==> src/rtl/scan_decoder_pkg.sv <==
// scan_decoder_pkg
//   Shared types and constants for the scan_decoder block.
//   dec_state_t : controller state (IDLE / DIRECT / SCAN)
//   MODE_*      : encodings of the mode input
package scan_decoder_pkg;

  typedef enum logic [1:0] {
    IDLE   = 2'd0,
    DIRECT = 2'd1,
    SCAN   = 2'd2
  } dec_state_t;

  localparam logic MODE_DIRECT = 1'b0;
  localparam logic MODE_SCAN   = 1'b1;

  // True for every state that drives a strobe.
  function automatic logic state_active(input dec_state_t s);
    return (s != IDLE);
  endfunction

endpackage

==> src/rtl/scan_decoder_if.sv <==
// scan_decoder_if
//   Control and strobe bundle between a controller and scan_decoder.
//   enable, mode, sel, scan_last, dwell : controller -> decoder
//   y, idx, wrap, busy                  : decoder -> controller
//   master : controller side, slave : decoder side
interface scan_decoder_if #(
  parameter int SEL_W   = 3,
  parameter int DWELL_W = 8
);
  localparam int OUT_W = 1 << SEL_W;

  logic               enable;
  logic               mode;
  logic [SEL_W-1:0]   sel;
  logic [SEL_W-1:0]   scan_last;
  logic [DWELL_W-1:0] dwell;
  logic [OUT_W-1:0]   y;
  logic [SEL_W-1:0]   idx;
  logic               wrap;
  logic               busy;

  modport master (
    output enable, mode, sel, scan_last, dwell,
    input  y, idx, wrap, busy
  );

  modport slave (
    input  enable, mode, sel, scan_last, dwell,
    output y, idx, wrap, busy
  );

endinterface

==> src/rtl/scan_decoder_onehot_decode.sv <==
// onehot_decode
//   Combinational SEL_W-to-2^SEL_W one-hot decoder with enable.
//   sel : index to decode
//   en  : 0 forces all outputs low
//   y   : one-hot result, or all zeros when en = 0
module onehot_decode #(
  parameter int SEL_W = 3
) (
  input  logic [SEL_W-1:0]        sel,
  input  logic                    en,
  output logic [(1<<SEL_W)-1:0]   y
);

  always_comb begin
    y = '0;
    if (en) y[sel] = 1'b1;
  end

endmodule

==> src/rtl/scan_decoder.sv <==
// scan_decoder
//   Registered one-hot strobe decoder with a direct mode and a built-in
//   scan sequencer that walks indices 0..scan_last, holding each for
//   dwell+1 cycles.
//   clk   : rising-edge clock
//   rst_n : synchronous active-low reset, highest priority
//   bus   : scan_decoder_if slave (enable/mode/sel/scan_last/dwell in,
//           y/idx/wrap/busy out, all outputs registered)
//
//   state  | meaning
//   -------+-------------------------------------------------------------
//   IDLE   | enable low; y = 0, idx = 0, cnt = 0, busy = 0
//   DIRECT | y = 1 << sel, idx = sel; cnt held at 0
//   SCAN   | sequencer walks idx 0..scan_last, dwell+1 cycles per index
module scan_decoder
  import scan_decoder_pkg::*;
#(
  parameter int SEL_W   = 3,
  parameter int DWELL_W = 8
) (
  input  logic           clk,
  input  logic           rst_n,
  scan_decoder_if.slave  bus
);

  localparam int OUT_W = 1 << SEL_W;

  dec_state_t         state_q, state_d;
  logic [SEL_W-1:0]   idx_q, idx_d;
  logic [DWELL_W-1:0] cnt_q, cnt_d;
  logic [OUT_W-1:0]   y_q, y_d;
  logic               wrap_q, wrap_d;
  logic               busy_q, busy_d;

  always_ff @(posedge clk) begin
    if (!rst_n) begin
      state_q <= IDLE;
      idx_q   <= '0;
      cnt_q   <= '0;
      y_q     <= '0;
      wrap_q  <= 1'b0;
      busy_q  <= 1'b0;
    end else begin
      state_q <= state_d;
      idx_q   <= idx_d;
      cnt_q   <= cnt_d;
      y_q     <= y_d;
      wrap_q  <= wrap_d;
      busy_q  <= busy_d;
    end
  end

  always_comb begin
    state_d = IDLE;
    idx_d   = '0;
    cnt_d   = '0;
    wrap_d  = 1'b0;

    if (bus.enable) begin
      state_d = (bus.mode == MODE_SCAN) ? SCAN : DIRECT;
    end

    unique case (state_d)
      DIRECT: begin
        idx_d = bus.sel;
      end
      SCAN: begin
        // Entry counts as the first cycle of index 0, so no wrap here.
        if (state_q != SCAN) begin
          idx_d = '0;
          cnt_d = '0;
        end else if (cnt_q < bus.dwell) begin
          idx_d = idx_q;
          cnt_d = cnt_q + 1'b1;
        end else begin
          // >= rather than == so a scan_last lowered below idx still wraps.
          cnt_d = '0;
          if (idx_q >= bus.scan_last) begin
            idx_d  = '0;
            wrap_d = 1'b1;
          end else begin
            idx_d = idx_q + 1'b1;
          end
        end
      end
      default: begin
        idx_d = '0;
        cnt_d = '0;
      end
    endcase

    busy_d = state_active(state_d);
  end

  // Decode the next index so y lands in the same register stage as idx.
  onehot_decode #(
    .SEL_W (SEL_W)
  ) u_decode (
    .sel (idx_d),
    .en  (busy_d),
    .y   (y_d)
  );

  assign bus.y    = y_q;
  assign bus.idx  = idx_q;
  assign bus.wrap = wrap_q;
  assign bus.busy = busy_q;

endmodule

==> src/flat_wrapper.sv <==
// flat-port wrapper written by rule: the top's interface ports become plain ports
module scan_decoder_flat import scan_decoder_pkg::*;
#(
  parameter int SEL_W   = 3,
  parameter int DWELL_W = 8
)
  (clk, rst_n, bus_enable, bus_mode, bus_sel, bus_scan_last, bus_dwell, bus_y, bus_idx, bus_wrap, bus_busy);
  scan_decoder_if #(.SEL_W(SEL_W), .DWELL_W(DWELL_W)) bus_i ();
  input  logic clk;
  input  logic rst_n;
  input wire logic [$bits(bus_i.enable)-1:0] bus_enable;
  input wire logic [$bits(bus_i.mode)-1:0] bus_mode;
  input wire logic [$bits(bus_i.sel)-1:0] bus_sel;
  input wire logic [$bits(bus_i.scan_last)-1:0] bus_scan_last;
  input wire logic [$bits(bus_i.dwell)-1:0] bus_dwell;
  output wire logic [$bits(bus_i.y)-1:0] bus_y;
  output wire logic [$bits(bus_i.idx)-1:0] bus_idx;
  output wire logic [$bits(bus_i.wrap)-1:0] bus_wrap;
  output wire logic [$bits(bus_i.busy)-1:0] bus_busy;
  assign bus_i.enable = bus_enable;
  assign bus_i.mode = bus_mode;
  assign bus_i.sel = bus_sel;
  assign bus_i.scan_last = bus_scan_last;
  assign bus_i.dwell = bus_dwell;
  assign bus_y = bus_i.y;
  assign bus_idx = bus_i.idx;
  assign bus_wrap = bus_i.wrap;
  assign bus_busy = bus_i.busy;
  scan_decoder #(.SEL_W(SEL_W), .DWELL_W(DWELL_W)) u_core (.clk(clk), .rst_n(rst_n), .bus(bus_i));
endmodule
==> config.mk <==
export PLATFORM = sky130hd
export DESIGN_NAME = scan_decoder_flat
export DESIGN_NICKNAME = d
export VERILOG_FILES = /design/src/rtl/scan_decoder_pkg.sv /design/src/rtl/scan_decoder_if.sv /design/src/rtl/scan_decoder_onehot_decode.sv /design/src/rtl/scan_decoder.sv /design/src/flat_wrapper.sv
export SDC_FILE = /design/constraint.sdc
export NUM_CORES = 1
export LEC_CHECK = 0
export ABC_CLOCK_PERIOD_IN_PS = 4770
export CORE_ASPECT_RATIO = 0.6
export CORE_MARGIN = 4
export CORE_UTILIZATION = 28
export DETAILED_ROUTE_END_ITERATION = 16
export HOLD_SLACK_MARGIN = 0.1
export PLACE_DENSITY_LB_ADDON = 0.1
export SLEW_MARGIN = 20
export SYNTH_ARGS = -nofsm -noshare
export SYNTH_HDL_FRONTEND = slang
export SYNTH_SLANG_ARGS = --single-unit
export TNS_END_PERCENT = 30
==> constraint.sdc <==
create_clock -name clk -period 4.77 [get_ports clk]
set_input_delay 1.431 -clock clk [delete_from_list [all_inputs] [get_ports clk]]
set_output_delay 1.431 -clock clk [all_outputs]
set_load 0.1 [all_outputs]
==> impl_metrics.toml <==
[global_route]
grt_overflow = 0
grt_start_max_net_pins = 15
grt_use_total_pct = 10.3
grt_pass1_vias = 850
grt_pass1_wl_um = 4260
antenna_found_initial = 0

[clock_network]
post_cts_buffers = 0
cts_tree = "yes"
insertion_delay_ns = 0.27
ctsLongestPathBuffers = 2
path_clk_slew_ns = 0.09
cts_resized = 0
ctsHtreeMaxLevel = 1
holdBufCountCts = 0
cts_buffers = 3
cts_root_buffer = "clkbuf_8"
cts_sinks = 23

[placement]
pre_cts_ws_ns = 0.962
place_area_um2 = 1520
dp_hpwl_um = 2130
port_buffers = 30
gp_congestion = 0.756

[logic_synthesis]
synth-main-ff-cell = "dfxtp_1"
syn_area_per_cell_um2 = 9.70
synth_cell_types = 33
ys_warn_count = 0
synthArstFlopShare_pct = 0
synth_edf_count = 0
netlist_area_um2 = 1160
syn_nets = 150
netlist_instances = 120
ys_seq_area_share_pct = 39.6
ys_ff_latch = 23

[floorplan]
num_rows = 17
ios = 31
die-area_um2 = 5290
initial_core_util_pct = 30.4
core_area_um2 = 3830
die_w_um = 91.2
dieHeight_um = 57.9

[setup_path]
slowest_delay_ns = 0.45
end_kind = "flop"
ff2ff_setup_slack_ns = 2.53
slowest_stage = "clkdlybuf4s50_1"
worstSetupStartpointType = "input pin"
crit_type = "input pin to flop"
crit_fanout = 6
cp_data_required_time_ns = 4.94
cp.arrival_ns = 3.72
path_buf_inv = 2
reg2reg_from = "u_core.cnt_q[5]"
r2r_end = "u_core.bus.idx[2]"
cp_top_family = "compound AO/OA/AOI/OAI gates"
path_cells = "clkdlybuf4s50_1 > inv_1 > ha_1 > a21o_1 > a221oi_2 > o21a_4 > nor3b_2 > a221o_1 > and2_1"
reg2reg_depth = 7

[min_path]
min_path_cells = 1
worstHoldStart = "u_core.cnt_q[0]"
min_to = "u_core.cnt_q[0]"
hold_class = "flop to flop"

[timing]
fin_crit_sh_pct = 74.3
drv_slew = 0
skew_ns = 0.00464
whs_ns = 0.473
fin_crit_ns = 3.54
max_slew_margin_pct = 34.5
timing_hold_violations_final = 0
setup_tns_ns = 0
fin_ws_ns = 1.23
setup_viol = 0
rsz0062_at_grt = "false"
worst_slew_pin_slew_ns = 0.979
max_freq_ghz = 0.282

[route]
dr.pass1.iters = 4
via_count = 892
wl_per_cell_um = 12.8
wirelength_um = 2550
drtIter0Drc = 29
ant_nets = 0
vias_per_cell = 4.48
route.detailed.drc = 0

[final_layout]
fillers = 385
area_growth_pct = 34.4
finalNetCount = 183
finalInstanceArea_um2 = 1560
layout-drive-gt1-share_pct = 9.87
n_antenna_cell = 0

[pwr]
p_leak_nw = 0.653
irDropWorstVdd_mv = 0.125
power_density_nw_per_um2 = 241

[outcome]
outcome = "finished, final reports clean"

[run]
drv_cap = 0
-- per-stage QoR --
step	std cells	power [mW]	util [%]
after floorplan	120	0.232	-
after global placement	195	0.255	39.6
after detailed placement	195	0.255	39.6
after CTS	199	0.381	40.8
after global routing	199	0.393	40.8
final	199	0.377	40.8
-- registers in the layout, summed over array words and instances (netlist names) --
signal	count
u_core.bus.y	8
u_core.cnt_q	8
u_core.bus.idx	3
u_core.state_q	2
u_core.bus.busy	1
u_core.bus.wrap	1
-- cells in the mapped netlist, drive strengths merged (3+ instances only) --
| master | number | share of area [%] |
|---|---|---|
| and2 | 4 | 2.4 |
| and3 | 3 | 1.6 |
| dfxtp | 23 | 40 |
| ha | 12 | 13 |
| inv | 15 | 4.8 |
| nand2 | 4 | 1.3 |
| nand2b | 4 | 2.2 |
| nand3 | 5 | 2.2 |
| nor2 | 13 | 4.2 |
| nor3b | 4 | 3.9 |
| o2111ai | 4 | 3.5 |
| xor2 | 4 | 3.0 |
-- worst reg2reg max path: cells and delay by family (launching register included) --
family / cells / cell delay [ns]
flip-flops: 1 / 0.39
AND/OR/NAND/NOR: 2 / 0.26
adder cells (fa/ha/maj): 1 / 0.28
AO/OA/AOI/OAI: 4 / 1.22
-- layout by cell type (no fill, tap or decap) --
| cell type | n |
|---|---|
| and2_1 | 3 |
| a221o_1 | 1 |
| nor3b_2 | 3 |
| nor3b_1 | 1 |
| clkdlybuf4s50_1 | 30 |
| and3_1 | 3 |
| nand2b_1 | 4 |
| nor3_2 | 1 |
| o21a_4 | 1 |
| o2bb2ai_2 | 1 |
| nor3_1 | 1 |
| nor2b_1 | 2 |
| o211ai_1 | 1 |
| nand3b_1 | 2 |
| o31a_1 | 1 |
| nand2_1 | 4 |
| clkinvlp_4 | 1 |
| nor2_1 | 13 |
| a31oi_2 | 1 |
| o21ai_1 | 1 |
| a211o_1 | 1 |
| xnor2_1 | 2 |
| a21o_1 | 2 |
| nand3_1 | 5 |
| inv_1 | 15 |
| a221oi_2 | 2 |
| a21oi_1 | 2 |
| and2_4 | 1 |
| ha_1 | 12 |
| and4b_1 | 1 |
| xor2_1 | 4 |
| o2111ai_1 | 3 |
| clkbuf_8 | 3 |
| dfxtp_1 | 23 |
| o2111ai_2 | 1 |
-- cell families after synthesis --
| group | after synthesis | share of synthesized area [%] |
|---|---|---|
| and+or+nand+nor | 44 | 22.1 |
| DFF | 23 | 39.6 |
| AOI/OAI and AO/OA | 18 | 15.4 |
| buffers and inverters | 17 | 5.48 |
| adders and majority gates | 12 | 12.9 |
| xor gates and xnor gates | 6 | 4.52 |
-- power by group --
part / total [mW] / internal [mW] / switching, mW
sequential: 0.196 / 0.195 / 0.00158
clock: 0.126 / 0.0592 / 0.0669
combinational: 0.0543 / 0.0235 / 0.0308
-- metal layers --
layer,track usage [%],up-vias,share of wire (%)
met5,0,-,0
met4,2.58,0,1.1
li1,-,476,-
met3,4.02,5,6.6
met2,13.6,20,36
met1,15.1,391,57
-- area by class of cell --
| type | count | area, µm² | area share (%) |
|---|---|---|---|
| multi-input combinational | 80 | 639 | 40.9 |
| sequential | 23 | 460 | 29.4 |
| clock inverter | 1 | 7.51 | 0.480 |
| inverter | 15 | 56.3 | 3.60 |
| clock buffer | 3 | 41.3 | 2.64 |
| tap | 47 | 58.8 | 3.76 |
| timing repair buffer | 30 | 300 | 19.2 |
-- worst max path at each step --
stage,startpoint,to,slack (ns),depth (start not counted)
global route,bus_dwell[5],u_core.bus.idx[2],1.18,9
finish,bus_dwell[5],u_core.bus.idx[2],1.23,9
CTS,bus_dwell[5],u_core.bus.idx[2],1.25,9
global placement,bus_dwell[5],u_core.bus.idx[2],0.97,9
floorplan,bus_dwell[2],u_core.bus.idx[2],1.61,8
detailed placement,bus_dwell[5],u_core.bus.idx[2],0.96,9
No activity file was read; power rests on OpenSTA's default activity.
